--- src/rtl/keypad_pkg.sv ---
// rtl/keypad_pkg.sv - shared numpad scan codes, decoder FSM encoding and the code-to-hole lookup
// Contents:
//   SC_KP*        PS/2 set-2 make codes of the numpad digit keys 1..9
//   NUM_HOLES     number of decodable holes (width of the held mask)
//   kp_state_e    decoder FSM states
//   code_to_hole  scan code -> hole index 1..9, 0 when unmapped
//   hole_mask     hole index -> one-hot held-mask bit, 0 for index 0
package keypad_pkg;

  localparam logic [7:0] SC_KP1 = 8'h69;
  localparam logic [7:0] SC_KP2 = 8'h72;
  localparam logic [7:0] SC_KP3 = 8'h7A;
  localparam logic [7:0] SC_KP4 = 8'h6B;
  localparam logic [7:0] SC_KP5 = 8'h73;
  localparam logic [7:0] SC_KP6 = 8'h74;
  localparam logic [7:0] SC_KP7 = 8'h6C;
  localparam logic [7:0] SC_KP8 = 8'h75;
  localparam logic [7:0] SC_KP9 = 8'h7D;

  localparam int unsigned NUM_HOLES = 9;

  typedef enum logic [1:0] {
    ST_IDLE    = 2'd0,
    ST_EMIT    = 2'd1,
    ST_LOCKOUT = 2'd2
  } kp_state_e;

  function automatic logic [3:0] code_to_hole(input logic [7:0] code);
    case (code)
      SC_KP1:  return 4'd1;
      SC_KP2:  return 4'd2;
      SC_KP3:  return 4'd3;
      SC_KP4:  return 4'd4;
      SC_KP5:  return 4'd5;
      SC_KP6:  return 4'd6;
      SC_KP7:  return 4'd7;
      SC_KP8:  return 4'd8;
      SC_KP9:  return 4'd9;
      default: return 4'd0;
    endcase
  endfunction

  function automatic logic [NUM_HOLES-1:0] hole_mask(input logic [3:0] hole);
    case (hole)
      4'd1:    return 9'b000000001;
      4'd2:    return 9'b000000010;
      4'd3:    return 9'b000000100;
      4'd4:    return 9'b000001000;
      4'd5:    return 9'b000010000;
      4'd6:    return 9'b000100000;
      4'd7:    return 9'b001000000;
      4'd8:    return 9'b010000000;
      4'd9:    return 9'b100000000;
      default: return 9'b000000000;
    endcase
  endfunction

endpackage

--- src/rtl/lockout_timer.sv ---
// rtl/lockout_timer.sv - lockout down-counter between accepted presses
// Ports:
//   clk    system clock, rising edge
//   rst    asynchronous active-low reset, clears the counter
//   start  load LOCKOUT_CYCLES-1 on the next edge
//   busy   counter is nonzero
module lockout_timer #(
  parameter int unsigned LOCKOUT_CYCLES = 1_000_000
) (
  input  logic clk,
  input  logic rst,
  input  logic start,
  output logic busy
);

  localparam int unsigned CW = (LOCKOUT_CYCLES > 1) ? $clog2(LOCKOUT_CYCLES) : 1;
  localparam logic [CW-1:0] LOAD = CW'(LOCKOUT_CYCLES - 1);

  logic [CW-1:0] count_q, count_d;

  always_comb begin
    count_d = count_q;
    if (start) begin
      count_d = LOAD;
    end else if (count_q != '0) begin
      count_d = count_q - 1'b1;
    end
  end

  always_ff @(posedge clk or negedge rst) begin
    if (!rst) begin
      count_q <= '0;
    end else begin
      count_q <= count_d;
    end
  end

  assign busy = (count_q != '0);

endmodule

--- src/rtl/keypad_decoder.sv ---
// rtl/keypad_decoder.sv - numpad key events to debounced one-cycle hole pulses
// Ports:
//   clk            system clock, rising edge
//   rst            asynchronous active-low reset
//   key_valid      one-cycle strobe qualifying key_code/key_ext/key_break
//   key_code       PS/2 set-2 scan code
//   key_ext        event had an E0 prefix
//   key_break      event had an F0 prefix (release)
//   one_pulse_pos  hole 1..9 for one cycle per accepted press, else 0
//   hit            high exactly when one_pulse_pos is nonzero
//   held_mask      bit i-1 set while the key for hole i is held
//   press_cnt      accepted presses, wrapping
module keypad_decoder
  import keypad_pkg::*;
#(
  parameter int unsigned LOCKOUT_CYCLES = 1_000_000
) (
  input  logic                 clk,
  input  logic                 rst,
  input  logic                 key_valid,
  input  logic [7:0]           key_code,
  input  logic                 key_ext,
  input  logic                 key_break,
  output logic [3:0]           one_pulse_pos,
  output logic                 hit,
  output logic [NUM_HOLES-1:0] held_mask,
  output logic [7:0]           press_cnt
);

  kp_state_e            state_q, state_d;
  logic [3:0]           pos_q, pos_d;
  logic                 hit_q, hit_d;
  logic [NUM_HOLES-1:0] held_q, held_d;
  logic [7:0]           cnt_q, cnt_d;

  logic [3:0]           hole;
  logic [NUM_HOLES-1:0] hole_bit;
  logic                 ev_mapped;
  logic                 accept;
  logic                 timer_busy;

  lockout_timer #(
    .LOCKOUT_CYCLES(LOCKOUT_CYCLES)
  ) u_lockout_timer (
    .clk  (clk),
    .rst  (rst),
    .start(state_q == ST_EMIT),
    .busy (timer_busy)
  );

  always_comb begin
    hole      = code_to_hole(key_code);
    hole_bit  = hole_mask(hole);
    ev_mapped = key_valid && !key_ext && (hole != 4'd0);

    // Held tracking runs in every state; only acceptance is gated by the FSM.
    held_d = held_q;
    if (ev_mapped) begin
      if (key_break) held_d = held_q & ~hole_bit;
      else           held_d = held_q | hole_bit;
    end

    // A make for a key already held is a typematic repeat, not a new press.
    accept = ev_mapped && !key_break && ((held_q & hole_bit) == '0)
             && (state_q == ST_IDLE);

    state_d = state_q;
    case (state_q)
      ST_IDLE:    if (accept) state_d = ST_EMIT;
      ST_EMIT:    state_d = ST_LOCKOUT;
      ST_LOCKOUT: if (!timer_busy) state_d = ST_IDLE;
      default:    state_d = ST_IDLE;
    endcase

    pos_d = accept ? hole : 4'd0;
    hit_d = accept;
    cnt_d = accept ? cnt_q + 8'd1 : cnt_q;
  end

  always_ff @(posedge clk or negedge rst) begin
    if (!rst) begin
      state_q <= ST_IDLE;
      pos_q   <= 4'd0;
      hit_q   <= 1'b0;
      held_q  <= '0;
      cnt_q   <= 8'd0;
    end else begin
      state_q <= state_d;
      pos_q   <= pos_d;
      hit_q   <= hit_d;
      held_q  <= held_d;
      cnt_q   <= cnt_d;
    end
  end

  assign one_pulse_pos = pos_q;
  assign hit           = hit_q;
  assign held_mask     = held_q;
  assign press_cnt     = cnt_q;

endmodule
--- config.mk ---
export PLATFORM = sky130hd
export DESIGN_NAME = keypad_decoder
export DESIGN_NICKNAME = d
export VERILOG_FILES = /design/src/rtl/keypad_pkg.sv /design/src/rtl/lockout_timer.sv /design/src/rtl/keypad_decoder.sv
export SDC_FILE = /design/constraint.sdc
export NUM_CORES = 1
export LEC_CHECK = 0
export CORE_MARGIN = 1
export CORE_UTILIZATION = 55
export DETAILED_ROUTE_END_ITERATION = 12
export PLACE_DENSITY = 0.79
export SLEW_MARGIN = 0
export SYNTH_ARGS = -nofsm -noshare
export SYNTH_HDL_FRONTEND = slang
export SYNTH_SLANG_ARGS = --single-unit
--- constraint.sdc ---
create_clock -name clk -period 5.35 [get_ports clk]
set_input_delay 1.07 -clock clk [delete_from_list [all_inputs] [get_ports clk]]
set_output_delay 1.07 -clock clk [all_outputs]
set_load 0.01 [all_outputs]
# Yosys cells after proc, flatten, opt, wreduce, memory -nomap -nowiden
# Memories as Yosys holds them, arrays and structs flattened.
# Index checks and enable logic that the tools add are counted.
[totals] ff_bits=44 mem_count=1 out_inout_bits=22 wordCells=47 mem_bits_ro=144 inputBits=13
[memory_table] name="(no name shown)" words=16 width=9 rd=1 rd_ports_with_merged_regs=0 wr=0 line_no="keypad_pkg.sv:44" source="case (hole)"
[classes] n_addsub=2 mux=8 n_reduce_logical=13 bitwise_logic=4 eq_ne=13
[ops] cell="equality test 8 x 7 -> 1 bit (second input constant)" n=9
[ops] cell="2-to-1 mux 20 bit" n=2
[ops] cell="one-hot mux 4 bit (9 select lines)" n=1
[ops] cell="nonzero test 20 bit" n=1
[ops] cell="subtractor 20 x 1 -> 20 bit (second input constant)" n=1
[ops] cell="bitwise AND 9 bit" n=2
[ops] cell="zero test 9 bit" n=1
[ops] cell="2-to-1 mux 9 bit" n=1
[ops] cell="NOT 9 bit" n=1
[ops] cell="OR 9 bit" n=1
[ops] cell="adder 8 x 1 -> 8 bit (second input constant)" n=1
[ops] cell="one-hot mux 2 bit (3 select lines)" n=1
[ops] cell="logical AND 1 bit" n=5
[ops] cell="2-to-1 mux 2 bit" n=2
[ops] cell="2-to-1 mux 4 bit" n=1
[ops] cell="inequality test 2 bit (second input constant)" n=2
[ops] cell="nonzero test 4 bit" n=1
[ops] cell="equality test 2 x 1 -> 1 bit (second input constant)" n=1
[ops] cell="equality test 2 bit (second input constant)" n=1
[ops] cell="zero test 1 bit" n=2
[ops] cell="zero test 2 bit" n=1
[ops] cell="AND reduction 2 bit" n=1
[ops] cell="nonzero test 2 bit" n=1

# Longest topological paths before layout
# Gate-level depths: netlist of the first run.
[depth] word_depth=9 ltp_mapped=8 mapped_depth_nobuf=7

# By module
# Synthesis of the first run repeated with hierarchy kept, for this count alone.
[unflattened] hier_cells=248 area_unflattened_um2=2454.9
[modules_own_cells] module="keypad_decoder" area_each_um2=1363.8 seq_area_each_um2=600.6 cells_per_inst=136 n_inst=1
[modules_own_cells] module="lockout_timer" area_each_um2=1091.0 seq_area_each_um2=500.5 cells_per_inst=112 n_inst=1

# Worst setup path before layout of the first run
# No wires, ideal clock.
[synth_path] path_type="input-to-reg" start="input key_code[4]" end="register cnt_q[1] (netlist: press_cnt[1])" required_time_ns=5.225 path_buffers=2 stages=8 slack_ns=2.219 arrival_time_ns=3.006 setup_time_ns=0.125 cell_sequence="buf_4 -> nand2b_1 -> o32ai_1 -> nor2_4 -> mux2i_1 -> or4b_1 -> buf_4 -> mux2_4"
[synth_via] elab_chain_len=7 elab_cells_between_ends=18 cone_classes="eq/ne: 9; mux: 1; bitwise: 1; reduce/logical: 6; memory: 1"
[synth_lines] item="start, declared" line_no="keypad_decoder.sv:21" source="input logic [7:0] key_code,"
[synth_lines] item="equality test 8 x 7 -> 1 bit" line_no="keypad_pkg.sv:29" source="case (code)"
[synth_lines] item="one-hot mux 4 bit (9 select lines) *" line_no="keypad_pkg.sv:29"
[synth_lines] item="memory (16 x 9 bit) or nonzero test 4 bit (tied branches)"
[synth_lines] item="bitwise AND 9 bit or logical AND 1 bit (tied branches)" line_no="keypad_decoder.sv:64, keypad_decoder.sv:54"
[synth_lines] item="zero test 9 bit or logical AND 1 bit (tied branches)" line_no="keypad_decoder.sv:64" source="accept = ev_mapped && !key_break && ((held_q & hole_bit) == '0)"
[synth_lines] item="logical AND 1 bit *" line_no="keypad_decoder.sv:64"
[synth_lines] item="logical AND 1 bit *" line_no="keypad_decoder.sv:65" source="&& (state_q == ST_IDLE);"
[synth_lines] item="end signal, assigned" line_no="keypad_decoder.sv:92" source="cnt_q <= cnt_d;"
[synth_lines] item="end, declared" line_no="keypad_decoder.sv:34" source="logic [7:0] cnt_q, cnt_d;"
# Every way passes the cells marked *; elsewhere a longest branch is shown, timed or not.
# A chain may end at the register's enable or synchronous reset.

# Worst setup path after layout of the first run
[layout_path] start="input key_code[0]" end="register cnt_q[1] (netlist: press_cnt[1])"
# Same word-level chain as after synthesis.

==> results of run 1 <==
where the power goes:
group / total, W / internal, W / switching (W)
clock network: 0.000275 / 0.000165 / 0.000111
logic: 0.000258 / 0.000115 / 0.000143
registers: 0.000479 / 0.000407 / 0.0000722
total: 0.00101 / 0.000687 / 0.000326
layout by cell type (no fill, tap or decap), types with 2 or more instances in the layout:
cell and n:
nand3_1 11, xnor2_1 11, xor2_1 11, nor3_1 9, clkdlybuf4s50_1 33, or3_1 2
nor2b_1 9, clkbuf_8 7, o21ai_1 2, nor3b_1 3, a21oi_1 3, nor4b_1 2
nor4_1 10, nand4_1 5, o21ai_0 11, inv_1 7, o31ai_1 3, nand3b_1 2
mux2i_1 7, dfrtp_1 44, and3_1 5, and3b_1 2, nand2b_1 4, ha_1 2
nor2_1 18, a22o_1 2, nand2_1 31
layer usage:
metal / wire [microns] / vias up / global-route usage, %
met5: 0 / - / 0
met4: 46 / 0 / 7.45
met3: 177 / 7 / 5.74
met2: 2170 / 36 / 39.4
met1: 2100 / 857 / 27.4
li1: - / 923 / -
cell type report:
cell class | count | area, sq um
clock buffers | 7 | 96.3
repair buffers | 34 | 335
fillers | 322 | 1240
clock inverters | 1 | 30.0
well taps | 50 | 62.6
multi-input cells | 183 | 1170
inverters | 7 | 26.3
flip-flops and latches | 44 | 1100
stage by stage:
| stage | hold slack, ns | cell area [sq um] | util (%) | instances | setup WS [ns] |
|---|---|---|---|---|---|
| after floorplan | 0.483 | 2340 | - | 242 | 2.22 |
| final | 0.482 | 2820 | 69.5 | 326 | 1.68 |
| after global placement | 0.462 | 2690 | 66.4 | 318 | 1.43 |
| after CTS | 0.479 | 2820 | 69.5 | 326 | 1.70 |
| after detailed placement | 0.465 | 2690 | 66.4 | 318 | 1.39 |
| after global routing | 0.525 | 2820 | 69.5 | 326 | 1.55 |
path summary, 6_finish.rpt:
kind	to	startpoint	slack, ns	cells past startpoint
setup reg to reg	u_lockout_timer.count_q[5]	u_lockout_timer.count_q[5]	3.08	6
hold reg to reg	press_cnt[7]	press_cnt[7]	0.48	1
hold / removal	press_cnt[7]	press_cnt[7]	0.48	1
setup / recovery	press_cnt[1]	key_code[0]	1.68	7
min in group asynchronous	u_lockout_timer.count_q[2]	rst	0.91	1
max in group asynchronous	async pin	rst	3.83	1
worst reg2reg max path: cells and delay by family, from the launching register on:
| kind | cells | cell delay [ns] |
|---|---|---|
| simple gates | 5 | 1.55 |
| flops | 1 | 0.42 |
| xor+xnor | 1 | 0.17 |
logic make-up after synthesis:
group	count (synthesis)	synth area share, %
flip-flops	44	47.0
AO/OA/AOI/OAI	28	7.86
AND/OR/NAND/NOR	122	28.4
XOR/XNOR	23	8.93
adder cells (fa/ha/maj)	2	1.07
buffers and inverters	15	3.10
multiplexers	8	3.63
==> flow_summary.yaml, run 1 <==
outcome:
  status: "completed"
global_route:
  antenna_found_initial: 0
  grt_max_degree: 45
  grt_pass1_vias: 1776
  grtUsageTotal_pct: 22.7
  grt_pass1_wl_microns: 7690
  overflow: 0
logic_synthesis:
  synth_top_cell_by_area: "dfrtp_1"
  synth.top_cells.by_count: "dfrtp_1, nand2_1, nor2_1"
  synth_top_flop_cell: "dfrtp_1"
  yosysTopAreaCellShare_pct: 47.0
  syn_area_sq_um: 2340
  syn_nets: 257
  yosysSeqAreaShare_pct: 47.0
  synth_cell_type_count: 48
  synth.most_common_cell: "dfrtp_1"
  netlist_instances: 242
  synth_edf_count: 0
  yosysWarnings: 0
  ys_seq_elements: 44
  synthArstFlopShare_pct: 100
  synthTopCellsByArea: "dfrtp_1, nand2_1, xnor2_1"
  synth_area_per_cell_sq_um: 9.67
min_path:
  hp-class: "reg -> reg"
sta:
  final.setup_skew_ns: 0.0147
  tightest_slew_ns: 0.957
  rsz0062_at_grt: "false"
  setup_viol: 0
  fin_crit_sh_pct: 68.5
  fin_setup_tns_ns: 0
  slew_headroom_pct: 36.2
  period_needed_ns: 3.67
  clock.fmax_mhz: 273
  final_max_slew_viol_count: 0
  hold_violations: 0
clock_network:
  cts-root-buf: "clkbuf_8"
  cts_resized: 0
  clk_pin_slew_ns: 0.08
  post_cts_buffers: 0
  clkSinkCount: 44
  cts_made_buffers: 5
  cts_tree: "yes"
  postCtsHoldBufs: 0
  htreeDepth: 2
  clockBufferDepth: 2
  clkLatencyLatePin_ns: 0.30
setup_path:
  cpPeakStageDelay_ns: 0.75
  worstPathCellList: "clkdlybuf4s50_1, nand2b_1, o32ai_1, nor2_4, mux2i_1, or4b_1, mux2_4"
  critPathKind: "in -> reg"
  endpoint_kind: "flop"
  cpLargestDelayFamily: "simple AND/OR/NAND/NOR gates"
  start_kind: "input pin"
  cp_max_fo: 12
  cp_num_buf_inv: 1
  critPathSlowestCell: "clkdlybuf4s50_1"
  arrival_ns: 3.85
  cp.required_ns: 5.53
floorplan:
  die-area_sq_um: 4520
  coreArea_sq_um: 4060
  io_pins: 35
  die_h_microns: 67.2
  rows: 23
  die_w_microns: 67.2
  initial_core_util_pct: 57.7
power:
  irDropWorstVdd_uv: 167
  p_total_w: 0.00101
  power_leakage_nw: 1.27
  p_per_area_nw_per_um2: 359
placed_design:
  gp_congestion: 0.878
  dp_hpwl_microns: 3280
  numPortBuffers: 34
drt:
  drc: 0
  first_pass_iters: 4
  drtIter0Drc: 106
  wl_per_cell_microns: 13.8
  viasPerCell: 5.59
  vias: 1823
  wirelength_microns: 4490
  ant_nets: 0
finish:
  layout.nets: 290
  drive_gt1_share_pct: 5.80
  syn_to_final_growth_pct: 20.4
  n_antenna_cell: 0
job:
  maxCapViolCount: 0
No activity file was read; power rests on OpenSTA's default activity.
==> run 2, diff against run 1 <==
Settings changed: CORE_UTILIZATION 55 to 54, PLACE_DENSITY 0.79 to 0.78.
Clock period 5.35 ns to 3.4 ns, I/O delays scaled along.
==> run 2 against run 1 <==
Compared with the run above:
- non-clock buffer count grew 7
- critical path depth is the same
- utilization grew 0.34 points
- critical endpoint unchanged
==> flow_summary.yaml, run 2 (same netlist as run 1, synthesis figures left out) <==
setup_path:
  reg2reg_to: "u_lockout_timer.count_q[5]"
  worstPathCellList: "clkdlybuf4s50_1, nand2b_1, o32ai_1, nor2_4, mux2i_1, or4b_1, mux2_4"
  r2r_slack_ns: 1.16
  reg2reg_depth: 6
  critPathCapture: "press_cnt[1]"
  endpoint_kind: "flop"
  arrival_ns: 3.14
  start_kind: "input pin"
  r2r_start: "u_lockout_timer.count_q[5]"
  cp.required_ns: 3.58
  cp-startpoint: "key_code[1]"
  cp_max_fo: 8
  critPathSlowestCell: "or4b_1"
  critPathKind: "in -> reg"
  cpPeakStageDelay_ns: 0.63
sta:
  whs_ns: 0.486
  tightest_slew_ns: 0.947
  fin_setup_tns_ns: 0
  rsz0062_at_grt: "false"
  worst_slack_ns: 0.434
  period_needed_ns: 2.97
  fin_crit_sh_pct: 87.2
  final_max_slew_viol_count: 0
  setup_viol: 0
  slew_headroom_pct: 36.9
  hold_violations: 0
  clock.fmax_mhz: 337
  final.setup_skew_ns: 0.00579
drt:
  wirelength_microns: 4720
  drtIter0Drc: 86
  ant_nets: 0
  wl_per_cell_microns: 14.2
  first_pass_iters: 4
  vias: 1893
  viasPerCell: 5.68
  drc: 0
global_route:
  grtUsageTotal_pct: 23.4
  grt_pass1_wl_microns: 7950
  grt_max_degree: 45
  top_usage_layer: "met2"
  grt_use_met2_pct: 39.9
  met3_usage_pct: 4.50
  overflow: 0
  grt_pass1_vias: 1828
  use_met1_pct: 29.9
  antenna_found_initial: 0
power:
  power_leakage_nw: 1.30
  p_total_w: 0.00155
  irDropWorstVdd_uv: 237
  p_per_area_nw_per_um2: 545
clock_network:
  clockBufferDepth: 2
  cts-root-buf: "clkbuf_8"
  clk_pin_slew_ns: 0.08
  cts_resized: 0
  postCtsHoldBufs: 0
  cts_made_buffers: 5
  htreeDepth: 2
  cts_tree: "yes"
  post_cts_buffers: 0
  clkSinkCount: 44
  clkLatencyLatePin_ns: 0.29
finish:
  drive_gt1_share_pct: 7.77
  final_cell_mix: "dfrtp_1, clkdlybuf4s50_1, nand2_1"
  final_common_cell: "dfrtp_1"
  syn_to_final_growth_pct: 21.9
  n_antenna_cell: 0
  layout.cells.non_filler: 333
  layout.nets: 297
min_path:
  hp-class: "reg -> reg"
placed_design:
  dp_hpwl_microns: 3430
  gp_congestion: 0.915
  pre_cts_ws_ns: 0.139
  dp_cells: 325
  numPortBuffers: 34
floorplan:
  io_pins: 35
  die-area_sq_um: 4600
  die_w_microns: 67.8
  die_h_microns: 67.8
  rows: 23
  initial_core_util_pct: 57.3
  coreArea_sq_um: 4090
job:
  maxCapViolCount: 0
outcome:
  status: "completed"
[run 2: worst min path at each step]
| stage | from | endpoint | slack, ns | depth (start not counted) |
|---|---|---|---|---|
| 3_5_place_dp | press_cnt[7] | press_cnt[7] | 0.48 | 1 |
| 3_3_place_gp | press_cnt[7] | press_cnt[7] | 0.46 | 1 |
| 6_report | press_cnt[7] | press_cnt[7] | 0.49 | 1 |
| 4_1_cts | press_cnt[7] | press_cnt[7] | 0.49 | 1 |
| 5_1_grt | press_cnt[7] | press_cnt[7] | 0.53 | 1 |
| 2_1_floorplan | rst | async pin | 0.38 | 0 |
[run 2: area by class of cell]
cell class	instances	area (sq um)
multi-input combinational	183	1170
inverter	7	26.3
timing repair buffer	41	388
tap	50	62.6
clock buffer	6	72.6
sequential	44	1100
clock inverter	2	35.0
fill	318	1230
[run 2: critical path: cells and delay by family]
kind                   cells  cell delay, ns
and+or+nand+nor            3            0.94
buffers and inverters      1            0.55
AOI/OAI and AO/OA          1            0.49
muxes                      2            0.48
[run 2: layer usage]
metal  up-vias  wire, microns  part of all wire (%)
met2        46           2340                    49
met4         0             38                  0.80
met1       905           2170                    46
met3         4            180                   3.8
li1        938              -                     -
met5         -              0                     0
[run 2: stage by stage]
step | area (sq um) | util (%)
2_1_floorplan | 2340 | -
3_3_place_gp | 2750 | 67.2
3_5_place_dp | 2750 | 67.2
4_1_cts | 2850 | 69.8
5_1_grt | 2850 | 69.8
6_report | 2850 | 69.8
[run 2: power by group]
part | leakage [nW] | internal [W] | switching [W]
clock | 0.0552 | 0.000218 | 0.000168
combinational | 0.673 | 0.000185 | 0.000231
sequential | 0.572 | 0.000640 | 0.000113
